[config.mk]
export PLATFORM = sky130hd
export DESIGN_NAME = disp_conv_sched
export DESIGN_NICKNAME = d
export VERILOG_FILES = /design/src/rtl/disp_conv_sched.sv
export SDC_FILE = /design/constraint.sdc
export NUM_CORES = 1
export LEC_CHECK = 0
export ABC_CLOCK_PERIOD_IN_PS = 4300
export CAP_MARGIN = 40
export CORE_ASPECT_RATIO = 0.5
export CORE_MARGIN = 5
export CORE_UTILIZATION = 55
export DETAILED_ROUTE_END_ITERATION = 16
export PLACE_DENSITY = 0.85
export SETUP_SLACK_MARGIN = 0.3
export SLEW_MARGIN = 25
export SYNTH_ARGS = -nofsm -noshare
export SYNTH_HDL_FRONTEND = slang
export SYNTH_SLANG_ARGS = --single-unit
[constraint.sdc]
create_clock -name clk -period 4.3 [get_ports clk]
set_input_delay 0.645 -clock clk [delete_from_list [all_inputs] [get_ports clk]]
set_output_delay 0.645 -clock clk [all_outputs]
set_load 0.02 [all_outputs]
[src/rtl/disp_conv_sched.sv]
// disp_conv_sched: four-digit multiplexed display scanner with a periodic
// binary-to-BCD conversion scheduler. The scan runs freely. The scheduler
// hands the sampled count to an external converter and latches the returned
// BCD digits into the display register.
//
// state | meaning
// ------+------------------------------------------------------------
// IDLE  | no conversion in flight, waiting for a pending sample
// START | operand held on conv_bin, conv_en pulsed for this one cycle
// WAIT  | waiting for an armed conv_rdy, bounded by TIMEOUT cycles
// LATCH | conv_bcd copied into the display register
module disp_conv_sched #(
    parameter int REFRESH_DIV = 100000,
    parameter int SAMPLE_DIV  = 4,
    parameter int TIMEOUT     = 64
) (
    input  logic        clk,
    input  logic        rst_n,
    input  logic [11:0] value,
    input  logic        conv_rdy,
    input  logic [15:0] conv_bcd,
    output logic        conv_en,
    output logic [11:0] conv_bin,
    output logic [3:0]  digit,
    output logic [1:0]  an_sel,
    output logic [3:0]  anode,
    output logic        busy,
    output logic        err
);

    localparam int PW = (REFRESH_DIV > 1) ? $clog2(REFRESH_DIV) : 1;
    localparam int FW = (SAMPLE_DIV > 1) ? $clog2(SAMPLE_DIV) : 1;
    localparam int TW = (TIMEOUT > 1) ? $clog2(TIMEOUT) : 1;

    localparam logic [PW-1:0] PRESC_LAST   = PW'(REFRESH_DIV - 1);
    localparam logic [FW-1:0] FRAME_LAST   = FW'(SAMPLE_DIV - 1);
    localparam logic [TW-1:0] TIMEOUT_LAST = TW'(TIMEOUT - 1);

    typedef enum logic [1:0] {
        S_IDLE  = 2'd0,
        S_START = 2'd1,
        S_WAIT  = 2'd2,
        S_LATCH = 2'd3
    } state_t;

    state_t state_q, state_d;

    logic [PW-1:0] presc_q, presc_d;
    logic [1:0]    an_sel_q, an_sel_d;
    logic [FW-1:0] frame_q, frame_d;

    logic          pending_q, pending_d;
    logic          armed_q, armed_d;
    logic [TW-1:0] tcnt_q, tcnt_d;
    logic [11:0]   bin_q, bin_d;
    logic [15:0]   disp_q, disp_d;
    logic          err_q, err_d;

    logic presc_wrap;
    logic frame_step;
    logic sample_tick;
    logic accept;
    logic timeout_hit;

    // Scan timing: prescaler, digit index and frame counter, independent of the FSM.
    always_comb begin
        presc_wrap  = (presc_q == PRESC_LAST);
        frame_step  = presc_wrap && (an_sel_q == 2'd3);
        sample_tick = frame_step && (frame_q == FRAME_LAST);

        presc_d  = presc_wrap ? '0 : presc_q + 1'b1;
        an_sel_d = presc_wrap ? an_sel_q + 2'd1 : an_sel_q;

        frame_d = frame_q;
        if (frame_step) begin
            frame_d = (frame_q == FRAME_LAST) ? '0 : frame_q + 1'b1;
        end
    end

    // Scan registers.
    always_ff @(posedge clk or negedge rst_n) begin
        if (!rst_n) begin
            presc_q  <= '0;
            an_sel_q <= 2'd0;
            frame_q  <= '0;
        end else begin
            presc_q  <= presc_d;
            an_sel_q <= an_sel_d;
            frame_q  <= frame_d;
        end
    end

    // A high conv_rdy counts only after it has been seen low in this WAIT,
    // so a level left over from the previous conversion cannot be accepted.
    always_comb begin
        accept      = (state_q == S_WAIT) && conv_rdy && armed_q;
        timeout_hit = (state_q == S_WAIT) && !accept && (tcnt_q == TIMEOUT_LAST);
    end

    // FSM state register.
    always_ff @(posedge clk or negedge rst_n) begin
        if (!rst_n) begin
            state_q <= S_IDLE;
        end else begin
            state_q <= state_d;
        end
    end

    // FSM next-state logic.
    always_comb begin
        state_d = state_q;
        case (state_q)
            S_IDLE: begin
                if (pending_q) begin
                    state_d = S_START;
                end
            end
            S_START: begin
                state_d = S_WAIT;
            end
            S_WAIT: begin
                if (accept) begin
                    state_d = S_LATCH;
                end else if (timeout_hit) begin
                    state_d = S_IDLE;
                end
            end
            S_LATCH: begin
                state_d = S_IDLE;
            end
            default: begin
                state_d = S_IDLE;
            end
        endcase
    end

    // FSM outputs: start pulse and busy flag decode directly from state.
    always_comb begin
        conv_en = (state_q == S_START);
        busy    = (state_q != S_IDLE);
    end

    // Scheduler datapath. The operand is captured on the way into START so it
    // is already valid while conv_en is high. A sample tick wins over the
    // pending clear, so a tick landing on the consuming cycle is not lost.
    always_comb begin
        pending_d = pending_q;
        armed_d   = armed_q;
        tcnt_d    = tcnt_q;
        bin_d     = bin_q;
        disp_d    = disp_q;
        err_d     = err_q;

        if ((state_q == S_IDLE) && pending_q) begin
            pending_d = 1'b0;
            bin_d     = value;
        end

        if (state_q == S_START) begin
            armed_d = 1'b0;
            tcnt_d  = '0;
        end

        if (state_q == S_WAIT) begin
            if (!conv_rdy) begin
                armed_d = 1'b1;
            end
            if (!accept && !timeout_hit) begin
                tcnt_d = tcnt_q + 1'b1;
            end
        end

        if (timeout_hit) begin
            err_d = 1'b1;
        end

        if (state_q == S_LATCH) begin
            disp_d = conv_bcd;
        end

        if (sample_tick) begin
            pending_d = 1'b1;
        end
    end

    // Scheduler registers; pending comes out of reset set so a conversion
    // starts on the first edge after release.
    always_ff @(posedge clk or negedge rst_n) begin
        if (!rst_n) begin
            pending_q <= 1'b1;
            armed_q   <= 1'b0;
            tcnt_q    <= '0;
            bin_q     <= 12'd0;
            disp_q    <= 16'd0;
            err_q     <= 1'b0;
        end else begin
            pending_q <= pending_d;
            armed_q   <= armed_d;
            tcnt_q    <= tcnt_d;
            bin_q     <= bin_d;
            disp_q    <= disp_d;
            err_q     <= err_d;
        end
    end

    // Display drive: digit mux and active-low anode decode from registers only.
    always_comb begin
        digit = 4'd0;
        anode = 4'b1111;
        case (an_sel_q)
            2'd0: begin
                digit = disp_q[3:0];
                anode = 4'b1110;
            end
            2'd1: begin
                digit = disp_q[7:4];
                anode = 4'b1101;
            end
            2'd2: begin
                digit = disp_q[11:8];
                anode = 4'b1011;
            end
            2'd3: begin
                digit = disp_q[15:12];
                anode = 4'b0111;
            end
            default: begin
                digit = 4'd0;
                anode = 4'b1111;
            end
        endcase
    end

    assign conv_bin = bin_q;
    assign an_sel   = an_sel_q;
    assign err      = err_q;

endmodule
==> impl_results.md, run 1 <==
* Run status: finished, final reports clean
* Worst path required time at around 3700 ps
* GPL Wtd Cong at just under 0.8
* DP Wirelength at approximately 4.2 mm
* Drt drc at 0
* CP max FO at 5
* Vias per cell at ~5.3
* Top cell type's share of synthesized area at a little over half
* R2R depth at 4
* I/O Pins at 56
* Tightest Hold Check Type: in -> async
* Clock root buffer: clkbuf_8
* Critical path arrival at 2160 ps
* Slowest-stage cell, CP: clkdlybuf4s50_1
* Largest net degree at the start of global routing at 35
* Initial antenna violation count at 0
* Later-pin clock latency in the skew report at between 300 and 400 ps
* Post-synthesis compound-gate area fraction at under 10%
* Cell leakage power at 1.61 nW
* Drt first pass iters at 4
* Initial Util at roughly 56%
* Area leader, netlist: dfrtp_1
* DIE WIDTH at 109 µm
* Final Worst Setup Slack at about 1500 ps
* First-pass GRT wire length at between 9 and 10 mm
* Fmax at about 360 MHz
* Post-Syn Area at around 0.0027 mm²
* Period Utilization, post-route at around 65%
* WS Path Type: reg -> out
* Nets at between 300 and 400
* CP startpoint kind: flip-flop
* PwrDens at about 460 mW/mm²
* Slew Limit Fails at 0
* Routed wire length per instance at 15.7 µm
* Worst slack, placed at approximately 1900 ps
* Post-synth EDFFs at 0
* Pwr Total at ~1.7 mW
* Worst-Margin Slew at roughly 670 ps
* Top Family by Delay on Critical Path: buffers and inverters
* Post-Synthesis Cells at ~220
* FFs w/ async S/R, synth at between 90% and 100%
* # rows at 18
* Longest Clk Path Bufs at 2
* Setup repair after global routing missed its margin: no
* Fillcell total at approximately 320
* Number of diodes at 0
* Most common cell after layout, fill and taps aside: dfrtp_1
* Fin util at 73.3%
* Routed WL at about 5.7 mm
* IO buf count at between 50 and 60
* GR Overflow Total at 0
* CTS H-tree lvls at 3
* Post-Synth Simple-Gate Area at 14.4%
* Area Overhead vs Synth at 31.4%
* Total number of yosys warnings at 0
* Die footprint at around 0.0065 mm²
* Most frequent cells in the layout: 59 x dfrtp_1, 54 x clkdlybuf4s50_1, 28 x mux2_2
* Via count at between 1500 and 2000
* Syn avg cell area at roughly 12 µm²
* Fin crit period at 2800 ps
* Syn_nets at between 200 and 300
* Cts repair resizes at 0
* Routed Antenna Nets at 0
* Clock transition at path regs at approximately 60 ps
* Number of DRC markers in iteration 0 at between 80 and 90
* Cts bufs inserted at 9
* Crit path largest cell delay at ~550 ps
* Post-CTS Setup Inserts at 0
* Xor/xnor cell area share of the yosys netlist at under 10%
* CTS Sinks at 60
* Cell breakdown of the critical path: inv_1, ha_1, a222oi_1, a21oi_1, clkdlybuf4s50_1
* Gr usage total at between 10% and 20%
* Post-synthesis cell type count at 40
* Final Hold Fails at 0
* Core Footprint at between 0.004 and 0.005 mm²
* Max cap viols at 0
* Adder-Cell Fraction of Synth Area at 3.24%
* Setup-failing EPs final at 0
* Synthesized flop and latch total at 60
* Main flop type after synthesis: dfrtp_1
* Slew margin rel. at approximately 55%
* TNS Setup at 0 ps
* Vias in the first global route at about 2000
* Synth top area cells: dfrtp_1 55%, mux2_2 12%, ha_1 3.2%
* Sequential share of the synthesized area at between 50% and 60%
* Crit end category: output pin
* Peak supply drop at between 200 and 300 µV
* Stages on worst setup path at 5
* CTS tree: yes
* Mux share of post-synthesis cell area at between 10 and 15%
* CTS hold repair buffers at 0
* Layout cell share with drive strength beyond 1 at around 19%
* Main combinational cell family by area after synthesis: multiplexers
* Layout Skew at about 6.7 ps
* Buf+Inv Stages, Crit Path at 2
* Die Height at 59.6 µm
## routing by layer
metal / global-route usage, % / wire (µm)
met1: 21.4 / 2180
met3: 8.05 / 322
met4: 6.65 / 97
met2: 36.1 / 3070
met5: 0 / 0
## power by group
group	switching, mW	internal [mW]	leakage, nW
logic	0.151	0.186	0.728
clock network	0.216	0.339	0.113
registers	0.0828	0.676	0.767
total	0.450	1.20	1.61
## state kept, by name, indices dropped and copies added (netlist names), 2 cells and up
name	cells
disp_q	16
presc_q	17
frame_q	2
tcnt_q	6
an_sel	2
conv_bin	12
state_q	2
## path summary, 6_finish.rpt
kind,from,slack (ps),to
worst min register to register,err$_DFFE_PN0P_,470,err$_DFFE_PN0P_
worst min-delay path,rst_n,300,presc_q[9]$_DFF_PN0_
min in group clk,err$_DFFE_PN0P_,470,err$_DFFE_PN0P_
worst max-delay path,an_sel[1]$_DFFE_PN0N_,1500,digit[0]
worst max register to register,presc_q[13]$_DFF_PN0_,2180,frame_q[1]$_DFFE_PN0P_
max in group asynchronous,rst_n,3140,pending_q$_DFFE_PN1P_
## metrics by stage
stage	std cells	hold slack, ps	instance area (µm²)
4_1_cts	361	304	3550
2_1_floorplan	222	349	2700
6_report	361	296	3550
3_3_place_gp	344	451	3330
3_5_place_dp	345	462	3330
5_1_grt	361	335	3550
## cell families after synthesis
group,Yosys count
xor+xnor,15
flops,60
simple gates,71
buf+inv,15
fa+ha+maj,7
mux,36
compound gates,18
## cell usage after synthesis, types with 4 or more instances
cell type / count
a21oi_1: 5
a222oi_1: 4
dfrtp_1: 59
ha_1: 7
inv_1: 10
mux2_2: 28
mux2i_1: 6
nand2_1: 17
nand3_1: 8
nand4_1: 6
nor2_1: 17
o21ai_0: 4
xnor2_1: 7
xor2_1: 8
## layout make-up
cell class	instances	area [µm²]	area share (%)
tap	70	87.6	2.47
timing repair buffer	57	561	15.8
sequential	60	1500	42.3
multi-input combinational	147	1140	32.2
inverter	11	41.3	1.16
clock inverter	5	75.1	2.11
clock buffer	11	141	3.98
## worst reg2reg max path, stage by stage, from the launching register on
cell,delay (ps)
dfrtp_1,430
or4b_4,570
nor4_4,540
nand2_2,130
mux2_1,330
Note: power is estimated with default switching activity, not from simulation.
==> inputs of run 2 (changes only) <==
Settings changed: ABC_CLOCK_PERIOD_IN_PS 4300 to 2650, CORE_UTILIZATION 55 to 51, PLACE_DENSITY 0.85 to 0.8.
Clock period 4.3 ns to 2.65 ns, I/O delays scaled along.
==> run 2 against run 1 <==
  * Sequential cell count unchanged
  * Global-route usage fell by 1.7 points
  * Critical path depth is 1 lower
  * Clock skew increased by 0.98 ps
  * Worst setup slack worse by 1200 ps
  * Clock-buffer cell count up 2
  * Largest power group unchanged
  * Die area grew 6.8%
  * Register-to-register slack worse by 1500 ps
  * Clock power increased by 60%
  * Wire length up 3.9%
  * Non-clock buffer count rose by 6
  * Critical path type unchanged
==> impl_results.md, run 2 (same netlist as run 1, synthesis figures left out) <==
* IO buf count at 55
* DP Wirelength at 4.27 mm
* Biggest register: presc_q
* Highest metal used: met4
* Fin util at between 70% and 80%
* Worst slack, placed at about 490 ps
* Largest net degree at the start of global routing at 33
* Metal2 WL at ~3 mm
* Routed WL at slightly below 6 mm
* Fin crit period at 2300 ps
* Die Height at around 60 µm
* Drt first pass iters at 4
* Layout Skew at 7.65 ps
* Most common cell after layout, fill and taps aside: dfrtp_1
* Routed Antenna Nets at 0
* CTS Sinks at 60
* DIE WIDTH at approximately 110 µm
* Period Utilization, post-route at about 87%
* Slew margin rel. at 54.8%
* Final Hold Fails at 0
* Core Footprint at approximately 0.005 mm²
* Crit end category: output pin
* Fmax at 434 MHz
* WS Path Type: reg -> out
* Number of DRC markers in iteration 0 at around 100
* Longest Clk Path Bufs at 2
* Slowest-stage cell, CP: clkdlybuf4s50_1
* Gr usage total at 18.2%
* Pwr Total at ~2.7 mW
* Drt drc at 0
* Die footprint at between 0.006 and 0.007 mm²
* GR Overflow Total at 0
* Worst-Margin Slew at about 680 ps
* Crit path largest cell delay at ~610 ps
* Cell breakdown of the critical path: inv_1, ha_1, clkinv_1, clkdlybuf4s50_1
* First-pass GRT wire length at about 9.6 mm
* Slew Limit Fails at 0
* Initial Util at a little over half
* Most frequent cells in the layout: 59 x dfrtp_1, 50 x clkdlybuf4s50_1, 28 x mux2_2
* Routed wire length per instance at approximately 16 µm
* Cell leakage power at between 1.5 and 2 nW
* Vias in the first global route at between 2000 and 2500
* Via count at approximately 2000
* Layout cell share with drive strength beyond 1 at between 20% and 30%
* CP startpoint kind: flip-flop
* Critical path arrival at between 1500 and 2000 ps
* CTS H-tree lvls at 3
* Max cap viols at 0
* Design Area, Final at between 0.003 and 0.004 mm²
* M1 WL at 2.50 mm
* PwrDens at ~740 mW/mm²
* Cts bufs inserted at 9
* Run status: finished, final reports clean
* Peak supply drop at between 400 and 500 µV
* Clock transition at path regs at 70 ps
* Later-pin clock latency in the skew report at around 330 ps
* Setup-failing EPs final at 0
* Max reg flops at 17
* # rows at 18
* CP max FO at 9
* Area after DPL at ~0.0034 mm²
* Vias per cell at roughly 5.4
* Nets at between 300 and 400
* Number of diodes at 0
* CTS tree: yes
* Tightest Hold Check Type: reg -> reg
* DR WL met3 at 315 µm
* I/O Pins at 56
* Clock root buffer: clkbuf_8
* Setup repair after global routing missed its margin: no
* GPL Wtd Cong at 0.844
* Worst path required time at ~2300 ps
* Initial antenna violation count at 0
* TNS Setup at 0 ps
* Final Worst Setup Slack at 348 ps
* Area Overhead vs Synth at 33.7%
run 2: per-layer routing:
layer  GRT usage [%]  up-vias
met5               0        -
met4            9.93        0
met3            5.50       14
met2            31.1       52
met1            21.5      987
li1                -      928
run 2: timing repair:
| action | in CTS | in global routing |
|---|---|---|
| endpoints found under the setup margin | 4 | 4 |
| hold buffers | 1 | 0 |
| setup buffers | 0 | 2 |
| gates cloned | 0 | 0 |
| resized for setup | 4 | 5 |
| pin swaps | 0 | 2 |
| endpoints found under the hold margin | 12 | 0 |
run 2: final timing paths:
kind / from / end / slack, ps / cells after the start
max: an_sel[0]$_DFFE_PN0N_ / anode[0] / 350 / 4
min reg2reg: err$_DFFE_PN0P_ / err$_DFFE_PN0P_ / 470 / 2
min: err$_DFFE_PN0P_ / err$_DFFE_PN0P_ / 470 / 2
min in group asynchronous: rst_n / presc_q[11]$_DFF_PN0_ / 510 / 2
max in group asynchronous: rst_n / disp_q[0]$_DFFE_PN0N_ / 1470 / 4
max reg2reg: presc_q[12]$_DFF_PN0_ / presc_q[15]$_DFF_PN0_ / 660 / 3
run 2: critical path, delay by kind of cell (launching register included):
family	cells	cell delay [ps]
adders and majority gates	1	190
buffers and inverters	3	960
DFF	1	420
run 2: where the power goes:
group / internal (mW) / switching (mW)
clock: 0.535 / 0.350
combinational: 0.282 / 0.247
sequential: 1.10 / 0.149
total: 1.91 / 0.746
run 2: cell type report:
type	count	area, µm²
inverters	11	41.3
flip-flops and latches	60	1500
clock buffers	13	179
repair buffers	63	613
fillers	362	1410
multi-input cells	147	1150
clock inverters	3	42.5
well taps	70	87.6
run 2: per-stage QoR:
stage | hold slack (ps) | std cells
finish | 473 | 367
global route | 513 | 367
CTS | 476 | 365
detailed placement | 317 | 348
global placement | 449 | 347
floorplan | 102 | 222
==> inputs of run 3 (changes only) <==
Settings changed: SLEW_MARGIN 25 to unset.
==> run 3 against run 2 <==
  * Final cell count decreased by 0.54%
  * Die area did not move
  * Sequential power hardly changed
  * Clock-buffer cell count shrank 3
  * Largest power group unchanged
==> impl_results.md, run 3 (same netlist as run 1, synthesis figures left out) <==
* Layout Skew at just over 9 ps
* Slew Limit Fails at 0
* PwrDens at around 770 mW/mm²
* Max cap viols at 0
* TNS Setup at 0 ps
* Via count at slightly below 2000
* GR Overflow Total at 0
* Worst path required time at approximately 2300 ps
* Sw Share at approximately 27%
* Worst reg2reg path endpoint: presc_q[15]$_DFF_PN0_
* Fin util at 72.2%
* Drt first pass iters at 5
* Die Height at between 60 and 70 µm
* Area after DPL at 0.00337 mm²
* Setup repair after global routing missed its margin: no
* Post-CTS Setup Inserts at 0
* Slew margin rel. at 52.8%
* Setup-failing EPs final at 0
* Top Family by Delay on Critical Path: buffers and inverters
* Most common cell after layout, fill and taps aside: dfrtp_1
* Fmax at 445 MHz
* Most frequent cells in the layout: 59 x dfrtp_1, 50 x clkdlybuf4s50_1, 28 x mux2_2
* Biggest register: presc_q
* Largest net degree at the start of global routing at 36
* Number of diodes at 0
* Drt drc at 0
* Cell leakage power at roughly 1.6 nW
* Period Utilization, post-route at between 80% and 90%
* Worst-Margin Slew at ~700 ps
* Critical path arrival at about 1900 ps
* Reg-to-reg slack, setup at around 620 ps
* WHS at between 400 and 500 ps
* Clock network fraction of design power at 36.2%
* RR Startpoint: presc_q[12]$_DFF_PN0_
* Die footprint at between 0.006 and 0.007 mm²
* Dpl cells at about 350
* WS Path Type: reg -> out
* Crit path largest cell delay at about 610 ps
* Buf+Inv Stages, Crit Path at 3
* Seq pwr share at 44.7%
* Clock transition at path regs at roughly 60 ps
* Gr usage total at about a fifth
* Slowest-stage cell, CP: clkdlybuf4s50_1
* Area Overhead vs Synth at 34.3%
* Crit end category: output pin
* Core Footprint at around 0.0050 mm²
* Clock root buffer: clkbuf_8
* Later-pin clock latency in the skew report at between 300 and 400 ps
* Stages on worst setup path at 4
* Fin crit period at 2250 ps
* Initial Util at roughly 54%
* DIE WIDTH at approximately 110 µm
* # rows at 18
* Comb pwr share at between 10% and 20%
* Nets at roughly 330
* Routed wire length per instance at approximately 16 µm
* DP Wirelength at around 4.3 mm
* Run status: finished, final reports clean
* First-pass GRT wire length at 9.81 mm
* CTS H-tree lvls at 3
* Initial antenna violation count at 0
* R2R depth at 3
* CP max FO at 9
* GPL Wtd Cong at between 0.8 and 0.9
* Vias in the first global route at 2036
* IO buf count at 55
* Cts bufs inserted at 9
* Routed WL at 5.97 mm
* Tightest Hold Check Type: in -> async
* P_int at just over 2 mW
* Peak supply drop at roughly 370 µV
* I/O Pins at between 50 and 60
* Layout cell share with drive strength beyond 1 at approximately a fifth
* CP startpoint kind: flip-flop
* Routed Antenna Nets at 0
* Final Non-Filler Cells at ~370
* P_sw at ~0.76 mW
* Design Area, Final at 0.00363 mm²
* Cell breakdown of the critical path: inv_1, ha_1, clkinv_1, clkdlybuf4s50_1
* Number of DRC markers in iteration 0 at approximately 130
* Max reg flops at 17
* Final Hold Fails at 0
* Vias per cell at around 5.4
* CTS Sinks at 60
* CTS tree: yes
* Longest Clk Path Bufs at 2
run 3: timing repair:
item | in CTS | in global routing
gates resized for setup | 4 | 6
endpoints found under the setup margin | 4 | 4
hold buffers | 1 | 0
endpoints found under the hold margin | 9 | 0
pin swaps | 0 | 2
run 3: worst register-to-register path: stages, from the launching register on:
cell and delay [ps]:
dfrtp_1 420, or4b_4 580, nor4_2 670, o21ba_2 250
run 3: stage by stage:
step,power [mW],setup WS [ps]
3_5_place_dp,1.81,503
6_report,2.78,401
2_1_floorplan,1.55,725
3_3_place_gp,1.78,566
4_1_cts,2.82,353
5_1_grt,2.93,312
run 3: area by class of cell:
cell class | count | area, µm²
sequential | 60 | 1500
clock buffer | 10 | 138
fill | 366 | 1390
multi-input combinational | 147 | 1150
inverter | 11 | 41.3
timing repair buffer | 61 | 598
clock inverter | 6 | 111
tap | 70 | 87.6
run 3: worst max-delay path by stage:
| stage | from | to | slack (ps) |
|---|---|---|---|
| after floorplan | presc_q[12]$_DFF_PN0_ | frame_q[0]$_DFFE_PN0P_ | 720 |
| after global placement | an_sel[0]$_DFFE_PN0N_ | digit[2] | 570 |
| after detailed placement | an_sel[0]$_DFFE_PN0N_ | digit[3] | 500 |
| after CTS | an_sel[0]$_DFFE_PN0N_ | digit[3] | 350 |
| after global routing | an_sel[0]$_DFFE_PN0N_ | anode[0] | 310 |
| final | an_sel[0]$_DFFE_PN0N_ | anode[0] | 400 |
run 3: layer usage:
metal	track usage, %	vias up	wire length (µm)
li1	-	932	-
met1	21.5	970	2490
met2	33.3	58	3000
met3	6.87	12	328
met4	8.22	0	144
met5	0	-	0
run 3: power by group through the flow:
stage / Clock, mW / Sequential, mW / Combinational (mW)
5_1_grt: 1.08 / 1.27 / 0.592
3_5_place_dp: 0 / 1.25 / 0.560
2_1_floorplan: 0 / 1.19 / 0.367
3_3_place_gp: 0 / 1.25 / 0.531
6_report: 1.01 / 1.24 / 0.531
4_1_cts: 1.03 / 1.24 / 0.541
